## src/rtl/stream_pkg.sv

```systemverilog
// Shared types for the stream packet router: packet FSM states and drop counter width.
package stream_pkg;

  typedef enum logic [1:0] {
    IDLE = 2'd0,
    FWD  = 2'd1,
    DROP = 2'd2
  } state_t;

  localparam int DROP_CNT_W = 16;

endpackage

```

## src/rtl/stream_out_slot.sv

```systemverilog
// One-entry output beat register with valid/ready; loads on the same edge it drains.
module stream_out_slot #(
  parameter int DW = 8,
  parameter int QW = 4,
  parameter int IW = 1
) (
  input  logic          clk,
  input  logic          rst,
  input  logic          i_vld,
  input  logic [DW-1:0] i_data,
  input  logic [QW-1:0] i_qos,
  input  logic          i_last,
  input  logic [IW-1:0] i_dest,
  output logic          o_in_rdy,
  input  logic          i_out_rdy,
  output logic          o_vld,
  output logic [DW-1:0] o_data,
  output logic [QW-1:0] o_qos,
  output logic          o_last,
  output logic [IW-1:0] o_dest
);

  logic          r_vld;
  logic [DW-1:0] r_data;
  logic [QW-1:0] r_qos;
  logic          r_last;
  logic [IW-1:0] r_dest;

  assign o_in_rdy = !r_vld || i_out_rdy;

  always_ff @(posedge clk) begin
    if (rst) begin
      r_vld  <= 1'b0;
      r_data <= '0;
      r_qos  <= '0;
      r_last <= 1'b0;
      r_dest <= '0;
    end else if (i_vld && o_in_rdy) begin
      r_vld  <= 1'b1;
      r_data <= i_data;
      r_qos  <= i_qos;
      r_last <= i_last;
      r_dest <= i_dest;
    end else if (i_out_rdy) begin
      r_vld <= 1'b0;
    end
  end

  assign o_vld  = r_vld;
  assign o_data = r_data;
  assign o_qos  = r_qos;
  assign o_last = r_last;
  assign o_dest = r_dest;

endmodule

```

## src/rtl/stream_packet_router.sv

```systemverilog
// Routes packets to one of STREAM_COUNT outputs by the id on their first beat; bad ids are dropped and counted.
// One cycle input-to-output latency through a single shared output slot.
module stream_packet_router
  import stream_pkg::*;
#(
  parameter int T_DATA_WIDTH = 8,
  parameter int T_QOS__WIDTH = 4,
  parameter int STREAM_COUNT = 2,
  parameter int T_ID___WIDTH = $clog2(STREAM_COUNT)
) (
  input  logic                    clk,
  input  logic                    rst,
  input  logic [T_DATA_WIDTH-1:0] s_data_in,
  input  logic [T_QOS__WIDTH-1:0] s_qos_in,
  input  logic [T_ID___WIDTH-1:0] s_id_in,
  input  logic                    s_last_in,
  input  logic                    s_valid_in,
  output logic                    s_ready_out,
  output logic [T_DATA_WIDTH-1:0] m_data_out [STREAM_COUNT],
  output logic [T_QOS__WIDTH-1:0] m_qos_out  [STREAM_COUNT],
  output logic [STREAM_COUNT-1:0] m_last_out,
  output logic [STREAM_COUNT-1:0] m_valid_out,
  input  logic [STREAM_COUNT-1:0] m_ready_in,
  output logic [DROP_CNT_W-1:0]   drop_cnt_out
);

  localparam logic [T_ID___WIDTH:0] ID_LIMIT = STREAM_COUNT[T_ID___WIDTH:0];

  state_t                  r_state;
  logic [T_ID___WIDTH-1:0] r_dest;
  logic [DROP_CNT_W-1:0]   r_drop_cnt;

  logic                    w_id_ok;
  logic                    w_accept;
  logic                    w_fwd;
  logic [T_ID___WIDTH-1:0] w_fwd_dest;
  logic                    w_slot_in_rdy;
  logic                    w_slot_out_rdy;
  logic                    w_slot_vld;
  logic [T_DATA_WIDTH-1:0] w_slot_data;
  logic [T_QOS__WIDTH-1:0] w_slot_qos;
  logic                    w_slot_last;
  logic [T_ID___WIDTH-1:0] w_slot_dest;
  logic [STREAM_COUNT-1:0] w_hit;

  assign w_id_ok     = {1'b0, s_id_in} < ID_LIMIT;
  assign s_ready_out = rst || (r_state == DROP) || w_slot_in_rdy;
  assign w_accept    = s_valid_in && s_ready_out;
  assign w_fwd       = s_valid_in && (((r_state == IDLE) && w_id_ok) || (r_state == FWD));
  assign w_fwd_dest  = (r_state == FWD) ? r_dest : s_id_in;

  stream_out_slot #(
    .DW(T_DATA_WIDTH),
    .QW(T_QOS__WIDTH),
    .IW(T_ID___WIDTH)
  ) u_slot (
    .clk       (clk),
    .rst       (rst),
    .i_vld     (w_fwd),
    .i_data    (s_data_in),
    .i_qos     (s_qos_in),
    .i_last    (s_last_in),
    .i_dest    (w_fwd_dest),
    .o_in_rdy  (w_slot_in_rdy),
    .i_out_rdy (w_slot_out_rdy),
    .o_vld     (w_slot_vld),
    .o_data    (w_slot_data),
    .o_qos     (w_slot_qos),
    .o_last    (w_slot_last),
    .o_dest    (w_slot_dest)
  );

  // Destination is latched on the first beat and ignored until the last beat.
  always_ff @(posedge clk) begin
    if (rst) begin
      r_state    <= IDLE;
      r_dest     <= '0;
      r_drop_cnt <= '0;
    end else if (w_accept) begin
      case (r_state)
        IDLE: begin
          if (w_id_ok) begin
            r_dest  <= s_id_in;
            r_state <= s_last_in ? IDLE : FWD;
          end else begin
            if (r_drop_cnt != {DROP_CNT_W{1'b1}}) begin
              r_drop_cnt <= r_drop_cnt + DROP_CNT_W'(1);
            end
            r_state <= s_last_in ? IDLE : DROP;
          end
        end
        FWD, DROP: begin
          if (s_last_in) begin
            r_state <= IDLE;
          end
        end
        default: r_state <= IDLE;
      endcase
    end
  end

  always_comb begin
    w_hit          = '0;
    w_slot_out_rdy = 1'b0;
    for (int i = 0; i < STREAM_COUNT; i++) begin
      if (w_slot_dest == T_ID___WIDTH'(i)) begin
        w_hit[i]       = w_slot_vld && !rst;
        w_slot_out_rdy = m_ready_in[i];
      end
    end
  end

  // Non-selected streams present all-zero beats.
  always_comb begin
    for (int i = 0; i < STREAM_COUNT; i++) begin
      m_valid_out[i] = w_hit[i];
      m_data_out[i]  = w_hit[i] ? w_slot_data : '0;
      m_qos_out[i]   = w_hit[i] ? w_slot_qos : '0;
      m_last_out[i]  = w_hit[i] && w_slot_last;
    end
  end

  assign drop_cnt_out = rst ? '0 : r_drop_cnt;

endmodule

```

## config.mk

```make
export PLATFORM = sky130hd
export DESIGN_NAME = stream_packet_router
export DESIGN_NICKNAME = d
export VERILOG_FILES = /design/src/rtl/stream_pkg.sv /design/src/rtl/stream_out_slot.sv /design/src/rtl/stream_packet_router.sv
export SDC_FILE = /design/constraint.sdc
export NUM_CORES = 1
export LEC_CHECK = 0
export ABC_AREA = 1
export BUFFER_PORTS_ARGS = -buffer_cell sky130_fd_sc_hd__buf_2
export CORE_MARGIN = 4
export CORE_UTILIZATION = 47
export CTS_BUF_LIST = sky130_fd_sc_hd__clkbuf_4 sky130_fd_sc_hd__clkbuf_8
export CTS_CLUSTER_SIZE = 40
export DETAILED_ROUTE_END_ITERATION = 16
export GPL_TIMING_DRIVEN = 1
export HOLD_SLACK_MARGIN = 0.05
export PLACE_DENSITY = 0.82
export SYNTH_ARGS = -nofsm -noshare
export SYNTH_HDL_FRONTEND = slang
export SYNTH_SLANG_ARGS = --single-unit
export TNS_END_PERCENT = 5
```

## constraint.sdc

```tcl
create_clock -name clk -period 2.47 [get_ports clk]
set_input_delay 0.3705 -clock clk [delete_from_list [all_inputs] [get_ports clk]]
set_output_delay 0.3705 -clock clk [all_outputs]
set_load 0.05 [all_outputs]
```

==> reports/results.ini <==
[yosys]
synth_top_area_cell=dfxtp_1
yosysUniqueCellTypes=17
synth_area_leaders=dfxtp_1, nor2_1, inv_1, a21oi_1, o21ai_0
synth-seq-cells=33
syn_area_per_cell_um2=7.64
yosysWarningCount=0
synth_cells=167
synth_top_area_share=0.518
syn_nets=186
ys_seq_area_frac=0.518
synth_area_um2=1280

[cts]
clk_pin_slew_ps=90
clockBufferDepth=2
post_cts_buffers=0
clock_latency_ps=320
cts_buffers=5
postCtsHoldBufs=0
cts_max_level=2
tritoncts=yes
cts-resized-gates=0
numClockSinks=33
cts-root-buf=clkbuf_4

[critical_path]
worst_path_most_repeated_cell=inv_2
critical_path_arrival_ps=1510
endpoint_kind=output port
worstPathCellList=inv_2 -> nor3_2 -> inv_2 -> nor2_1 -> buf_2
crit_fanout=13
cp_num_buf_inv=3
crit_required_ps=2100
path_delay_family=buffers and inverters
cpPeakStageDelay_ps=420
crit_slowest_cell=dfxtp_1
criticalPathCategory=flip-flop to output port
cp-start-kind=flip-flop

[power_and_ir_drop]
pwr-share-seq=0.552
vdd_drop_max_mv=0.547
p_leak_uw=0.000839
power_switching_uw=265
comb_power_share=0.126
clock_power_share=0.322
p_int_uw=757
sw_frac_of_total=0.259
pwr_density_cell_nw_per_um2=622

[die]
die_h_um=60.1
initial_core_util=0.506
fp.dieArea_um2=3610
die_x_um=60.1
rows=18
coreArea_um2=2520
io_pins=64

[detailed_routing]
routed_wl_mm=2.70
drt-initial-drc-count=26
vias=1165
antenna_left=0
post_drt_wl_per_cell_um=10.3
drc=0
drt-pass1-iter-count=4
via_per_inst=4.46

[sta]
period_needed_ps=1890
rsz0062_at_grt=false
finalSetupTns_ps=0
finalClockSkew_ps=8.06
tightest_slew_ps=380
finalSetupViolCount=0
final-hold-violation-count=0
slew_violations=0
fin_crit_sh=0.763
clock.fmax_ghz=0.530
slew_headroom=0.746

[outcome]
status=complete, no violations

[placed_design]
placed_cells=253
gp_congestion=0.712
dp_hpwl_mm=2.03
port_buffers=63

[grt]
grt_max_degree=29
grt.overflow.total=0
track_usage=0.159
antenna_found_initial=0
grt_pass1_wl_mm=4.26
grt_pass1_vias=1082

[finish]
final_cells=261
drive_gt1_frac=0.351
area_delta_synth_final_pct=28.6
diodes=0
nets=249

[job]
maxCapViolations=0

[worst_hold_path]
hp-class=input pin to flip-flop

## power groups by stage
stage / Combinational, uW / Clock, uW / Sequential, uW
6_report: 129 / 329 / 564
5_1_grt: 144 / 368 / 567
3_5_place_dp: 130 / 0 / 576
2_1_floorplan: 102 / 0 / 575
4_1_cts: 130 / 345 / 564
3_3_place_gp: 128 / 0 / 576
## routing by layer
layer	wire, um	global-route usage	part of all wire
met2	1210	0.276	0.45
met1	1120	0.166	0.42
met3	338	0.0799	0.13
met4	20	0.0475	0.0074
met5	0	0	0
## area by class of cell
type / instances / area, um2
flip-flops and latches: 33 / 661
multi-input cells: 89 / 415
repair buffers: 63 / 315
inverters: 38 / 143
clock inverters: 1 / 5.00
well taps: 30 / 37.5
clock buffers: 7 / 65.1
fillers: 261 / 881
## per-stage QoR
step	hold slack (ps)	power, uW	setup WS [ps]	utilization	cell area [um2]
after floorplan	437	677	-36.8	-	1280
after global placement	404	703	726	0.623	1570
after detailed placement	406	706	702	0.623	1570
after CTS	301	1040	546	0.651	1640
after global routing	294	1080	420	0.651	1640
final	319	1020	585	0.651	1640
## worst paths after layout
check | startpoint | endpoint | slack [ps] | depth (start not counted)
hold / removal | s_qos_in[3] | u_slot.o_qos[3] | 320 | 3
setup reg to reg | u_slot.o_dest | u_slot.o_qos[0] | 1280 | 6
setup / recovery | u_slot.o_vld | m_qos_out[3] | 580 | 5
hold reg to reg | r_drop_cnt[14] | r_drop_cnt[14] | 420 | 2
## registers in the layout, indices dropped and copies added, names as in the netlist
register	flops
r_drop_cnt	16
u_slot.o_data	8
u_slot.o_qos	4
r_dest	1
r_state	1
u_slot.o_dest	1
u_slot.o_last	1
u_slot.o_vld	1
## placed cells by master (no fill, tap or decap)
cell type  count
nand2_1        6
nand2_4        1
nand4_1        2
dfxtp_1       33
clkbuf_4       5
nor3_2         2
nor2_1        44
o21ai_0        9
inv_1         33
o21ai_1        5
nand3_4        1
a21oi_1       16
buf_2         63
inv_2          5
nand3_1        2
clkinv_2       1
nand2_2        1
clkbuf_8       2
## synthesized netlist by cell type
master	instances
buf_2	1
nand3_4	1
inv_2	5
clkbuf_1	2
nand2_2	1
buf_6	4
nor2_1	44
nor3_2	2
nand4_1	2
nand2_1	6
dfxtp_1	33
o21ai_0	9
nand3_1	2
inv_1	33
o21ai_1	5
a21oi_1	16
nand2_4	1
## cell families (layout without fill, tap and decap cells)
kind of cell	after synthesis	in the layout	synth area share
AOI/OAI and AO/OA	30	30	0.118
buffers and inverters	45	109	0.157
DFF	33	33	0.518
and+or+nand+nor	59	59	0.208
## worst min-delay path: cells and delay by family
kind	cells	cell delay, ps
AO/OA/AOI/OAI	2	160
buffers and inverters	1	70
(Power assumes the default switching activity.)
